--- config.mk ---
export PLATFORM = sky130hd
export DESIGN_NAME = regfile_scoreboard
export DESIGN_NICKNAME = d
export VERILOG_FILES = /design/src/rtl/regfile_scoreboard.sv
export SDC_FILE = /design/constraint.sdc
export NUM_CORES = 1
export LEC_CHECK = 0
export CORE_ASPECT_RATIO = 1.75
export CORE_MARGIN = 10
export CORE_UTILIZATION = 60
export DETAILED_ROUTE_END_ITERATION = 16
export DONT_BUFFER_PORTS = 1
export HOLD_SLACK_MARGIN = 0.03
export PLACE_DENSITY = 0.75
export SLEW_MARGIN = 0
export SYNTH_ARGS = -nofsm -noshare
export SYNTH_HDL_FRONTEND = slang
export SYNTH_SLANG_ARGS = --single-unit
export TNS_END_PERCENT = 100
--- constraint.sdc ---
create_clock -name clk -period 8.1 [get_ports clk]
set_input_delay 1.62 -clock clk [delete_from_list [all_inputs] [get_ports clk]]
set_output_delay 1.62 -clock clk [all_outputs]
set_load 0.005 [all_outputs]
--- src/rtl/regfile_scoreboard.sv ---
// Issue-side register scoreboard: per-register saturating pending-write
// counters, RAW/saturation stall generation with same-cycle write-back bypass.

// One tracked register: pending counter plus its release/bypass view.
module regfile_scoreboard_cell #(
  parameter int CNT_W = 2
) (
  input  logic             clk,
  input  logic             rst_n,
  input  logic             inc,
  input  logic             rel,
  output logic [CNT_W-1:0] cnt,
  output logic [CNT_W-1:0] cnt_nxt,
  output logic [CNT_W-1:0] eff,
  output logic             uflow
);
  logic dec;

  assign dec   = rel & (cnt != '0);
  // A release this cycle is already visible to readers (negedge RF write).
  assign eff   = dec ? cnt - CNT_W'(1) : cnt;
  assign uflow = rel & (cnt == '0) & ~inc;

  // Net counter change; issue and release in the same cycle cancel out.
  always_comb begin
    cnt_nxt = cnt;
    if (inc & ~dec)      cnt_nxt = cnt + CNT_W'(1);
    else if (dec & ~inc) cnt_nxt = cnt - CNT_W'(1);
  end

  // Counter state.
  always_ff @(posedge clk or negedge rst_n) begin
    if (!rst_n) cnt <= '0;
    else        cnt <= cnt_nxt;
  end
endmodule

module regfile_scoreboard #(
  parameter int NREG  = 15,
  parameter int CNT_W = 2
) (
  input  logic            clk,
  input  logic            rst_n,
  input  logic            issue_valid,
  input  logic [3:0]      src1,
  input  logic [3:0]      src2,
  input  logic            src1_en,
  input  logic            src2_en,
  input  logic            dest_en,
  input  logic [3:0]      dest,
  input  logic            write_back_en,
  input  logic [3:0]      dest_wb,
  output logic            stall,
  output logic            issue_fire,
  output logic [NREG-1:0] busy_mask,
  output logic [5:0]      pending_total,
  output logic            sb_err
);
  localparam logic [3:0]       NREG4 = 4'(NREG);
  localparam logic [CNT_W-1:0] CMAX  = {CNT_W{1'b1}};

  logic [NREG-1:0][CNT_W-1:0] cnt, cnt_nxt, eff;
  logic [NREG-1:0]            uflow;
  logic [15:0][CNT_W-1:0]     eff_ext;  // padded so any 4-bit index is legal
  logic                       h1, h2, hs;
  logic [5:0]                 total_nxt;

  for (genvar i = 0; i < NREG; i++) begin : g_reg
    logic inc_i, rel_i;
    assign inc_i = issue_fire & dest_en & (dest == 4'(i));
    assign rel_i = write_back_en & (dest_wb == 4'(i));
    regfile_scoreboard_cell #(.CNT_W(CNT_W)) u_cell (
      .clk     (clk),
      .rst_n   (rst_n),
      .inc     (inc_i),
      .rel     (rel_i),
      .cnt     (cnt[i]),
      .cnt_nxt (cnt_nxt[i]),
      .eff     (eff[i]),
      .uflow   (uflow[i])
    );
    assign busy_mask[i] = |cnt[i];
  end

  for (genvar i = 0; i < 16; i++) begin : g_pad
    if (i < NREG) begin : g_live
      assign eff_ext[i] = eff[i];
    end else begin : g_zero
      assign eff_ext[i] = '0;
    end
  end

  // Hazard detection; index 15 (PC) and anything past NREG never hazards.
  always_comb begin
    h1         = src1_en & (src1 < NREG4) & (eff_ext[src1] != '0);
    h2         = src2_en & (src2 < NREG4) & (eff_ext[src2] != '0);
    hs         = dest_en & (dest < NREG4) & (eff_ext[dest] == CMAX);
    stall      = issue_valid & (h1 | h2 | hs);
    issue_fire = issue_valid & ~stall;
  end

  // Post-update sum of all counters.
  always_comb begin
    total_nxt = '0;
    for (int i = 0; i < NREG; i++) total_nxt = total_nxt + 6'(cnt_nxt[i]);
  end

  // Registered total and sticky underflow flag.
  always_ff @(posedge clk or negedge rst_n) begin
    if (!rst_n) begin
      pending_total <= '0;
      sb_err        <= 1'b0;
    end else begin
      pending_total <= total_nxt;
      sb_err        <= sb_err | (|uflow);
    end
  end
endmodule

==> results by group <==
Placement
  – DP HPWL: 13.98 mm
  – Routability Congestion: 1.004
  – # port buffers: 0
  – Placed instance area: 5152 um2

Layout
  – Syn-to-layout area delta: 10.33%
  – Nets: 691
  – Fin util: 0.6739
  – Layout cells sized above 1: 0.1238
  – Multi-input gate area: 3458 um2
  – Finished Cell Area: 5330 um2
  – # fillers: 676
  – Antenna cell count: 0
  – FF+latch area: 925.9 um2

Clocking
  – CTS Hold Bufs: 0
  – Root buffer cell: clkbuf_16
  – Post-CTS Setup Inserts: 0
  – CTS sink cnt: 37
  – Total clock buffers created by CTS: 5
  – CTS resizes: 0
  – H-Tree Depth: 2
  – Clock Latency Late Sink: 290 ps
  – Max Root-Sink Buffers: 2
  – Reg clk slew, reported paths: 60 ps
  – CTS tree: built

Critical path
  – Worst setup EP type: flop
  – Startpoint class of the critical path: input pin
  – R2r setup slk: 840 ps
  – Arr. time, crit path: 8020 ps
  – Critical path class: in -> reg
  – Worst R2R Path Depth: 26
  – CP max FO: 16
  – Req. time, crit path: 8330 ps
  – RR Startpoint: g_reg[1].u_cell.cnt[0]
  – RR Endpoint: pending_total[5]

Floorplanning
  – I/O pin cnt: 47
  – DIE HEIGHT: 138.7 um
  – Die X: 87.83 um
  – Starting Density: 0.6108
  – Die area: 12180 um2
  – Rows: 43
  – Core Area: 7909 um2

Route
  – Routed WL per cell: 24.12 um
  – Post-route DRC violation count: 0
  – Vias per cell: 6.885
  – Initial DRC Count: 465
  – Via count: 4902
  – First-pass detailed-route iteration total: 6
  – Final WL: 17.18 mm
  – Final ANT Viol Nets: 0

Global routing
  – Grt ovf: 0
  – Vias in the first global route: 4788
  – Largest net degree at the start of global routing: 38
  – GRT Total Usage: 0.2755
  – Antenna violations before repair: 0
  – First-pass GRT wire length: 25.89 mm

Synthesis
  – Syn Std Cell Area: 4831 um2
  – Synth async-reset ratio: 1.000
  – Post-Synthesis Cells: 591
  – Top cell type's share of synthesized area: 0.1917
  – Register area share after synthesis: 0.1917
  – Mapped Nets: 661
  – Synth area leader: dfrtp_1
  – Syn Area/Cell: 8.174 um2
  – FF+latch count, synth: 37
  – Post-synth EDFFs: 0
  – Synth unique cells: 68
  – Ys Warns: 0
  – Synth Flop Type: dfrtp_1
  – Ranking of synthesized cells by area: dfrtp_1, fa_1, inv_1

Timing
  – Minimum clock period: 7788 ps
  – RSZ-0062 raised after global routing: false
  – Setup TNS: 0 ps
  – Slew Limit Fails: 0
  – Max_slew headroom: 0.4668
  – Fmax: 128.4 MHz
  – Worst Tran Pin Value: 793.7 ps
  – Final hold vios: 0
  – Period utilization: 0.9615
  – Count of final setup violators: 0
  – Worst clock skew: 6.740 ps

Status
  – Run status: finished clean

Hold path
  – Hold WC Path Type: reg -> reg
  – Hold Startpoint: g_reg[9].u_cell.cnt[1]
  – Hold Path Cell Cnt: 2
  – Worst Hold Endpoint: g_reg[9].u_cell.cnt[1]

Flow run
  – Max cap viols: 0
layer usage:
layer | global-route usage | routed length, um | vias up
met2 | 0.4719 | 8787 | 289
met5 | 0 | 0 | -
met3 | 0.05471 | 1353 | 96
met1 | 0.2854 | 5713 | 2353
met4 | 0.1897 | 1322 | 0
li1 | - | - | 2164
cells in the final DEF (no fill, tap or decap), types with 7 or more instances in the layout:
master	Yosys	final
nor2_1	27	27
maj3_1	7	7
o211ai_1	12	12
o21ai_0	24	24
o21a_1	7	7
inv_1	89	89
fa_1	25	25
a21o_1	7	7
nand4_1	9	9
buf_4	0	45
nand3_1	20	20
o31ai_1	15	14
nand2_1	49	49
o22ai_1	9	8
dfrtp_1	37	37
o311ai_0	12	11
or3_1	8	8
xnor2_1	27	27
mux2i_1	10	10
nor3_1	24	23
xor2_1	11	11
a21oi_1	17	17
ha_1	22	22
nor4_1	13	13
nor2b_1	7	7
how the worst max path moves through the flow:
stage	cells after the start	endpoint	from	slack, ps
after floorplan	28	pending_total[5]	dest_wb[1]	260
after global placement	24	pending_total[5]	dest_wb[0]	60
after detailed placement	24	pending_total[5]	dest_wb[0]	-160
after CTS	24	pending_total[5]	dest_wb[0]	170
after global routing	24	pending_total[5]	dest_wb[3]	20
final	24	pending_total[5]	dest_wb[3]	310
cell usage after synthesis, drive strengths merged, types with 11 or more instances:
library cell and n:
ha 22, nand2 49, xnor2 27, o31ai 15
xor2 11, o311ai 13, a21oi 17, fa 25
inv 89, buf 14, nor2 27, nand3 21
o21ai 24, dfrtp 37, nor3 26, nor4 16
o211ai 12
critical path: stages:
cell and delay [ps]:
nor2b_1 200, nand3_1 190, o311ai_0 420, o21ai_0 190, o311ai_1 450, buf_4 180, a32o_1 250, buf_4 260
nor4_2 90, maj3_1 370, o22ai_1 250, fa_1 490, fa_1 540, fa_1 450, fa_1 550, inv_1 60
fa_1 480, inv_1 70, ha_1 170, inv_1 60, fa_1 400, nor2b_1 120, o21ai_0 70, nand2b_1 70
cell type report:
| cell class | count | area share |
|---|---|---|
| clock buffer | 7 | 0.02864 |
| clock inverter | 1 | 0.001643 |
| inverter | 89 | 0.06268 |
| multi-input combinational | 443 | 0.6488 |
| sequential | 37 | 0.1737 |
| tap | 90 | 0.02113 |
| timing repair buffer | 45 | 0.06338 |
cell families after synthesis:
kind of cell               share of synthesized area
muxes                                        0.03471
DFF                                           0.1917
xor gates and xnor gates                     0.06889
AOI/OAI and AO/OA                             0.1989
buffers and inverters                        0.09583
adders and majority gates                     0.1774
and+or+nand+nor                               0.2326
flip-flops by register name, indices dropped and copies added (netlist names):
signal	count
g.u_cell.cnt	30
pending_total	6
sb_err	1
metrics by stage:
stage | hold slack, ps | setup WS, ps | std cells
after floorplan | 547.0 | 256.8 | 591
after global placement | 590.1 | 58.34 | 704
after detailed placement | 615.7 | -161.0 | 704
after CTS | 632.6 | 167.6 | 712
after global routing | 629.9 | 23.54 | 712
final | 620.9 | 311.8 | 712
Power is not shown: default switching activity piles up to over one toggle a cycle in this logic, so the estimate is an artifact.
